[config.mk]
export PLATFORM = sky130hd
export DESIGN_NAME = moisture_sensor_frontend
export DESIGN_NICKNAME = d
export VERILOG_FILES = /design/src/rtl/moisture_sensor_frontend.sv
export SDC_FILE = /design/constraint.sdc
export NUM_CORES = 1
export LEC_CHECK = 0
export ABC_AREA = 1
export BUFFER_PORTS_ARGS = -buffer_cell sky130_fd_sc_hd__buf_2
export CAP_MARGIN = 10
export CORE_MARGIN = 2
export CORE_UTILIZATION = 35
export CTS_CLUSTER_DIAMETER = 50
export CTS_CLUSTER_SIZE = 25
export DETAILED_ROUTE_END_ITERATION = 10
export GPL_ROUTABILITY_DRIVEN = 0
export SETUP_SLACK_MARGIN = 0.05
export SKIP_LAST_GASP = 1
export SYNTH_ARGS = -nofsm -noshare
export SYNTH_HDL_FRONTEND = slang
export SYNTH_SLANG_ARGS = --single-unit
[constraint.sdc]
create_clock -name clk -period 2.3 [get_ports clk]
set_clock_uncertainty 0.15 [all_clocks]
set_input_delay 0.115 -clock clk [delete_from_list [all_inputs] [get_ports clk]]
set_output_delay 0.115 -clock clk [all_outputs]
set_load 0.02 [all_outputs]
[src/rtl/moisture_sensor_frontend.sv]
// -----------------------------------------------------------------------------
// moisture_sensor_frontend
//
// Producer end of the 4-bit soil-moisture bus read by the irrigation
// controller. Every SAMPLE_PERIOD clocks (while enabled) it runs one serial
// conversion of an external ADC (cs_n / sclk / miso, MSB first). It averages
// 2^AVG_LOG2 conversions and publishes the top four bits of the mean as the
// moisture code, together with a one-cycle valid strobe. Until the first full
// average exists the code is held at 4'hF ("wet"), so the pump never starts on
// reset garbage.
//
// Conversion sequence (one pass through the FSM):
//   IDLE  -> START  cs_n low, sclk low, CLK_DIV cycles
//         -> SHIFT  ADC_BITS sclk periods, miso captured on each 0->1 edge
//         -> STOP   cs_n high, sclk low, CLK_DIV cycles
//         -> ACCUM  one cycle: fold the sample into the running sum
//   Total 2*CLK_DIV*(ADC_BITS+1)+1 cycles; cs_n low 2*CLK_DIV*ADC_BITS+CLK_DIV.
//
// Parameters:
//   CLK_DIV        clk cycles per sclk half-period (>= 1)
//   ADC_BITS       bits per ADC conversion (>= 4)
//   AVG_LOG2       log2 of conversions averaged per code (0..4)
//   SAMPLE_PERIOD  clk cycles between conversion starts;
//                  must be >= 2*CLK_DIV*(ADC_BITS+1)+2
//
// Ports:
//   clk           in   system clock
//   reset         in   asynchronous, active-low reset
//   enable        in   1 = run periodic conversions
//   adc_miso      in   serial data from the ADC (synchronous to clk)
//   adc_cs_n      out  ADC chip select, active low
//   adc_sclk      out  ADC serial clock, idles low
//   sensor[3:0]   out  averaged moisture code, held between updates
//   sensor_valid  out  one-cycle pulse in the cycle sensor takes a new value
//   busy          out  high from START through ACCUM
// -----------------------------------------------------------------------------
module moisture_sensor_frontend #(
    parameter int CLK_DIV       = 4,
    parameter int ADC_BITS      = 8,
    parameter int AVG_LOG2      = 2,
    parameter int SAMPLE_PERIOD = 1000
) (
    input  logic       clk,
    input  logic       reset,
    input  logic       enable,
    input  logic       adc_miso,
    output logic       adc_cs_n,
    output logic       adc_sclk,
    output logic [3:0] sensor,
    output logic       sensor_valid,
    output logic       busy
);

    // ------------------------------------------------------------------------
    // Derived widths and terminal counts
    // ------------------------------------------------------------------------
    localparam int ACC_W       = ADC_BITS + AVG_LOG2;         // sum of all samples fits
    localparam int CNT_W       = AVG_LOG2 + 1;                // never zero width
    localparam int DIV_W       = $clog2(CLK_DIV + 1);
    localparam int BIT_W       = $clog2(ADC_BITS);
    localparam int PER_W       = $clog2(SAMPLE_PERIOD + 1);
    localparam int NUM_SAMPLES = 1 << AVG_LOG2;

    localparam logic [DIV_W-1:0] DIV_LAST = DIV_W'(CLK_DIV - 1);
    localparam logic [BIT_W-1:0] BIT_LAST = BIT_W'(ADC_BITS - 1);
    localparam logic [CNT_W-1:0] CNT_LAST = CNT_W'(NUM_SAMPLES - 1);
    localparam logic [PER_W-1:0] PER_LAST = PER_W'(SAMPLE_PERIOD - 1);

    // ------------------------------------------------------------------------
    // FSM state encoding
    // ------------------------------------------------------------------------
    localparam logic [2:0] ST_IDLE  = 3'd0;
    localparam logic [2:0] ST_START = 3'd1;
    localparam logic [2:0] ST_SHIFT = 3'd2;
    localparam logic [2:0] ST_STOP  = 3'd3;
    localparam logic [2:0] ST_ACCUM = 3'd4;

    logic [2:0]          state;
    logic [2:0]          state_next;
    logic [PER_W-1:0]    period_cnt;
    logic [DIV_W-1:0]    div_cnt;
    logic [BIT_W-1:0]    bit_cnt;
    logic [ADC_BITS-1:0] shift_reg;
    logic [ACC_W-1:0]    acc;
    logic [ACC_W-1:0]    acc_sum;
    logic [CNT_W-1:0]    sample_cnt;

    logic start_req;
    logic div_done;
    logic sclk_rise;
    logic sclk_fall;
    logic bit_last;
    logic avg_done;

    // ------------------------------------------------------------------------
    // Period counter: parked at 0 while disabled, so a (re-)enable starts a
    // conversion on the very next cycle.
    // ------------------------------------------------------------------------
    // NOTE: sequential state is always assigned with <= so every flop samples
    // the pre-edge value of every other flop, independent of block order.
    always_ff @(posedge clk or negedge reset) begin
        if (!reset) begin
            period_cnt <= '0;
        end else if (!enable || period_cnt == PER_LAST) begin
            period_cnt <= '0;
        end else begin
            period_cnt <= period_cnt + PER_W'(1);
        end
    end

    // A tick that lands while a conversion is still running is simply lost;
    // it is never remembered for later.
    assign start_req = enable && (period_cnt == '0) && (state == ST_IDLE);

    // ------------------------------------------------------------------------
    // Phase timing helpers
    // ------------------------------------------------------------------------
    assign div_done  = (div_cnt == DIV_LAST);
    assign sclk_rise = (state == ST_SHIFT) && div_done && !adc_sclk;
    assign sclk_fall = (state == ST_SHIFT) && div_done &&  adc_sclk;
    assign bit_last  = (bit_cnt == BIT_LAST);
    assign avg_done  = (sample_cnt == CNT_LAST);
    assign acc_sum   = acc + ACC_W'(shift_reg);

    // ------------------------------------------------------------------------
    // Next-state logic
    // ------------------------------------------------------------------------
    // NOTE: state_next gets a default before the case so no path leaves it
    // unassigned; that keeps this block purely combinational (no latch).
    always_comb begin
        state_next = state;
        case (state)
            ST_IDLE:  if (start_req)             state_next = ST_START;
            ST_START: if (div_done)              state_next = ST_SHIFT;
            ST_SHIFT: if (sclk_fall && bit_last) state_next = ST_STOP;
            ST_STOP:  if (div_done)              state_next = ST_ACCUM;
            ST_ACCUM:                            state_next = ST_IDLE;
            default:                             state_next = ST_IDLE;
        endcase
    end

    always_ff @(posedge clk or negedge reset) begin
        if (!reset) begin
            state <= ST_IDLE;
        end else begin
            state <= state_next;
        end
    end

    assign busy = (state != ST_IDLE);

    // ------------------------------------------------------------------------
    // Half-period divider. Restarts on every state change so each timed phase
    // (START, each sclk half, STOP) lasts exactly CLK_DIV cycles.
    // ------------------------------------------------------------------------
    always_ff @(posedge clk or negedge reset) begin
        if (!reset) begin
            div_cnt <= '0;
        end else if (state_next != state || div_done) begin
            div_cnt <= '0;
        end else if (state == ST_START || state == ST_SHIFT || state == ST_STOP) begin
            div_cnt <= div_cnt + DIV_W'(1);
        end
    end

    // ------------------------------------------------------------------------
    // Serial clock, bit counter and capture shift register.
    // miso is sampled on the same clk edge that drives sclk 0->1, giving the
    // ADC a full low half-period to present each bit.
    // ------------------------------------------------------------------------
    always_ff @(posedge clk or negedge reset) begin
        if (!reset) begin
            adc_sclk  <= 1'b0;
            bit_cnt   <= '0;
            shift_reg <= '0;
        end else begin
            if (state == ST_START) begin
                bit_cnt <= '0;
            end
            if (sclk_rise) begin
                adc_sclk  <= 1'b1;
                shift_reg <= {shift_reg[ADC_BITS-2:0], adc_miso};
            end
            if (sclk_fall) begin
                adc_sclk <= 1'b0;
                if (!bit_last) begin
                    bit_cnt <= bit_cnt + BIT_W'(1);
                end
            end
        end
    end

    // ------------------------------------------------------------------------
    // Chip select, registered from the next state so the pin is glitch-free
    // and goes high asynchronously on reset.
    // ------------------------------------------------------------------------
    always_ff @(posedge clk or negedge reset) begin
        if (!reset) begin
            adc_cs_n <= 1'b1;
        end else begin
            adc_cs_n <= !(state_next == ST_START || state_next == ST_SHIFT);
        end
    end

    // ------------------------------------------------------------------------
    // Accumulator and published code. The code is the top four bits of the
    // sum, i.e. the mean truncated to its top four bits. Partial sums survive
    // an enable drop and are only discarded by reset.
    // ------------------------------------------------------------------------
    always_ff @(posedge clk or negedge reset) begin
        if (!reset) begin
            acc          <= '0;
            sample_cnt   <= '0;
            sensor       <= 4'hF;
            sensor_valid <= 1'b0;
        end else begin
            sensor_valid <= 1'b0;
            if (state == ST_ACCUM) begin
                if (avg_done) begin
                    sensor       <= acc_sum[ACC_W-1 -: 4];
                    sensor_valid <= 1'b1;
                    acc          <= '0;
                    sample_cnt   <= '0;
                end else begin
                    acc        <= acc_sum;
                    sample_cnt <= sample_cnt + CNT_W'(1);
                end
            end
        end
    end

endmodule

# After elaboration in Yosys (flattened, before gate mapping)
# Cells that the tools add are included.
dict set report word_totals {
  register_bits 47
  in_bits 4
  output_inout_bits 8
  wordCells 64
}
dict set report op_classes {
  addsub 5
  eq_ne 11
  n_mux 17
  n_reduce_logical 20
}
# cell n
set op_table {}
lappend op_table {{$mux W3} 10}
lappend op_table {{$mux W10} 2}
lappend op_table {{$eq A3 B2 Y1 const B} 5}
lappend op_table {{$pmux W3 S4} 1}
lappend op_table {{$add A10 B1 Y10 const B} 1}
lappend op_table {{$add A10 B8 Y10} 1}
lappend op_table {{$eq A10 B10 Y1 const B} 1}
lappend op_table {{$logic_not A10 Y1} 1}
lappend op_table {{$add A3 B1 Y3 const B} 3}
lappend op_table {{$eq A3 B1 Y1 const B} 2}
lappend op_table {{$eq A3 B3 Y1 const B} 2}
lappend op_table {{$logic_and A1 B1 Y1} 6}
lappend op_table {{$logic_or A1 B1 Y1} 5}
lappend op_table {{$mux W1} 4}
lappend op_table {{$reduce_bool A2 Y1} 2}
lappend op_table {{$logic_not A1 Y1} 3}
lappend op_table {{$logic_not A3 Y1} 1}
lappend op_table {{$ne A3 B3 Y1} 1}
lappend op_table {{$reduce_bool A3 Y1} 1}
lappend op_table {{$reduce_and A2 Y1} 1}

# Depth between registers and ports, before layout
dict set report depth {
  word_depth 9
  depth_mapped 11
  depth_no_buf 11
}

# Worst setup path after synthesis
# No wires, ideal clock.
dict set report synth_timing {
  path_type {register -> register}
  from {register shift_reg[0]}
  to {register acc[8]}
  setup_ns 0.117
  t_arrival_ns 1.446
  required_time_ns 2.033
  path_slack_ns 0.587
  path_stages_with_launch 12
  path_buffers 0
  period_less_slack_ns 1.713
  cell_sequence {dfrtp_1 ha_1 inv_1 fa_1 inv_1 nand3_1 nand2_1 nand2_1 nand2_1 nand2_1 nand3_1 nand2_1}
}
dict set report synth_between {
  elab_chain_len 2
}
# element line
set synth_lines {}
lappend synth_lines {{from (decl)} 83} ;# logic [ADC_BITS-1:0] shift_reg;
lappend synth_lines {{from (signal assigned)} 182} ;# shift_reg <= {shift_reg[ADC_BITS-2:0], adc_miso};
lappend synth_lines {{$add A10 B8 Y10} 123} ;# assign acc_sum = acc + ACC_W'(shift_reg);
lappend synth_lines {{$mux W10} 219} ;# if (avg_done) begin
lappend synth_lines {{to (signal assigned)} 225} ;# acc <= acc_sum;
lappend synth_lines {{to (decl)} 84} ;# logic [ACC_W-1:0] acc;
# No other way between the ends.
# A chain may end at the register's enable or synchronous reset.

# Worst setup path after layout
dict set report layout_timing {
  from {register div_cnt[0]}
  to {register shift_reg[1]}
}
dict set report layout_between {
  elab_chain_len 3
}
# element line
set layout_lines {}
lappend layout_lines {{from (decl)} 81} ;# logic [DIV_W-1:0] div_cnt;
lappend layout_lines {{from (signal assigned)} 162} ;# div_cnt <= div_cnt + DIV_W'(1);
lappend layout_lines {{$eq A3 B2 Y1} 118} ;# assign div_done = (div_cnt == DIV_LAST);
lappend layout_lines {{$logic_and A1 B1 Y1 (2 in series)} 119} ;# assign sclk_rise = (state == ST_SHIFT) && div_done && !adc_sclk;
# No other way between the ends.

==> results.ini <==
[clocking]
cts_tree = built
cts_made_buffers = 5
post-cts-setup-buffers = 0
clock-root-buffer = clkbuf_8
cts.repair.resized = 0
clock_sinks = 47
cts_hold_buf = 3
htree_levels = 2
cts_max_path_buffers = 2
clk_latency_ns = 0.30
clkTransAtPathRegs_ns = 0.09

[drt]
ant_nets = 0
remaining_drc_errors = 0
wl_met3_microns = 91
wl_met2_mm = 2.27
wl_per_cell_microns = 11.2
drt-vias-per-instance = 4.59
wl_mm = 4.77
met1_length_mm = 2.37
drt_iter0_drc = 60
first_pass_iters = 4
vias = 1960
topRoutingLayerUsed = met4

[floorplanning]
io_pins = 12
core-area_sq_um = 7140
dieArea_sq_um = 7930
num_rows = 31
die_width_microns = 89.0
initial_utilization = 0.355
die_h_microns = 89.0

[synth]
netlist_area_sq_um = 2530
synthArstFlopShare = 1.00
synth_compound_area_frac = 0.0885
yosysTopAreaCellShare = 0.415
synth_area_leader_cell = dfrtp_1
yosysMostFrequentCell = nand2_1
ys_top_cells_by_count = 85 x nand2_1, 42 x dfrtp_1, 40 x inv_1, 33 x nor2_1, 23 x nand3_1
synthTopCellsByArea = dfrtp_1 42%, nand2_1 13%, ha_1 7.4%
synth_top_family_by_area = simple AND/OR/NAND/NOR gates
syn-num-nets = 327
synthAdderAreaFrac = 0.0821
synth_xor_area_frac = 0.0138
syn_area_per_cell_sq_um = 8.24
synthMuxAreaShare = 0
synth-seq-cells = 47
synthFlopType = dfrtp_1
synth_edf_count = 0
synth_warnings = 0
synth_seq_area_share = 0.467
yosys.area_share.simple = 0.274
synth.distinct_cells = 32
synth_cells = 307

[pwr]
swShare = 0.244
internal_power_uw = 1080
ir_drop_mv = 0.354
power_density_nw_per_um2 = 507
pwr-share-comb = 0.045
p_leak_uw = 0.00143
netSwitchingPower_uw = 348
clockPowerShare = 0.362
seqPwrFrac = 0.593

[sta]
slew_viol_final = 0
relSlewSlack = 0.558
finalSetupTns_ns = 0
setup_viol_count_final = 0
rsz0062_at_grt = no
min_period_ns = 1.95
timing.final.crit_share = 0.847
hold_violations = 0
max_freq_ghz = 0.513
tightest_slew_ns = 0.662

[worst_setup_path]
worstSetupEndpointType = register
crit_type = register to register
crit_fanout = 17
start_kind = register
critPathArrivalTime_ns = 2.03
crit_required_ns = 2.38
r2r_cells = 6

[layout]
seqCellArea_sq_um = 1180
final_area_sq_um = 2810
antenna_cells = 0
areaGrowthSynthToFinish_pct = 11.1
drive_gt1_frac = 0.125
fin_nets = 347
multi_input_area_sq_um = 1160
fill_cells = 772

[global_routing]
grt_pass1_wl_mm = 8.40
antenna_found_initial = 0
grt_max_degree = 48
grt_overflow_total = 0
track_usage = 0.134
first_global_vias = 1951

[placed_design]
place_area_sq_um = 2690
dp_hpwl_mm = 3.51
io_buffers = 11

[worst_hold_path]
hold_path.class = primary input to asynchronous set/reset pin

[flow_run]
max-cap-violations = 0

[run_status]
status = finished clean

-- placed cells by master (no fill, tap or decap), types with 2 or more instances in the layout --
cell type / synthesis / final
nand2_1: 85 / 85
dfrtp_1: 42 / 42
inv_1: 40 / 40
nor2_1: 33 / 33
nand3_1: 23 / 23
ha_1: 15 / 15
a21oi_1: 12 / 12
buf_2: 0 / 11
nor3_1: 8 / 8
o21ai_0: 8 / 8
nand4_1: 5 / 5
o21ai_2: 5 / 5
dfstp_2: 5 / 5
clkbuf_8: 0 / 5
xor2_1: 4 / 4
a21oi_2: 3 / 3
dlygate4sd3_1: 0 / 3
or2_2: 2 / 2
buf_4: 0 / 2
-- logic make-up (layout without fill, tap and decap cells) --
family                     count (synthesis)  after routing
and+or+nand+nor                          162            162
DFF                                       47             47
buffers and inverters                     44             65
AOI/OAI and AO/OA                         34             34
adders and majority gates                 16             16
xor gates and xnor gates                   4              4
-- power by group through the flow --
stage | logic (uW) | clock network (uW) | registers, uW
3_5_place_dp | 62.6 | 0 | 861
2_1_floorplan | 34.2 | 0 | 858
4_1_cts | 66.9 | 540 | 845
5_1_grt | 75.3 | 577 | 846
3_3_place_gp | 62.0 | 0 | 860
6_report | 64.4 | 516 | 844
-- per-stage QoR --
step | power, uW | utilization | instances | hold WS [ns] | worst slack [ns]
after global placement | 922 | 0.377 | 416 | 0.112 | 0.406
after global routing | 1500 | 0.394 | 427 | 0.335 | 0.209
after CTS | 1450 | 0.394 | 427 | 0.302 | 0.334
after floorplan | 892 | - | 307 | -0.331 | 0.587
after detailed placement | 923 | 0.377 | 416 | 0.105 | 0.364
final | 1420 | 0.394 | 427 | 0.285 | 0.351
-- routing by layer --
metal  up-vias  GRT usage
met4         0     0.0339
li1       1022          -
met3         5     0.0295
met2        13      0.230
met1       920      0.173
met5         -          0
-- final cells by class --
type / instances / area share
clock inverter: 3 / 0.00801
timing repair buffer: 16 / 0.0356
inverter: 41 / 0.0547
sequential: 47 / 0.421
multi-input combinational: 216 / 0.413
tap: 99 / 0.0441
clock buffer: 5 / 0.0245
-- worst max-delay path, cell delays in order, from the launching register on --
cell     delay, ns
dfrtp_1       0.40
ha_1          0.20
ha_1          0.22
nand4_2       0.12
or2_1         0.54
nor2_1        0.12
a21oi_2       0.12
-- final timing paths --
path                       startpoint       endpoint  slack, ns
max                        div_cnt[0]   shift_reg[1]       0.35
min                             reset         acc[4]       0.28
max reg2reg                div_cnt[0]   shift_reg[1]       0.35
min reg2reg                 sensor[2]      sensor[2]       0.32
max in group asynchronous       reset  sample_cnt[0]       1.31
min in group clk            sensor[2]      sensor[2]       0.32
(Power assumes the default switching activity.)
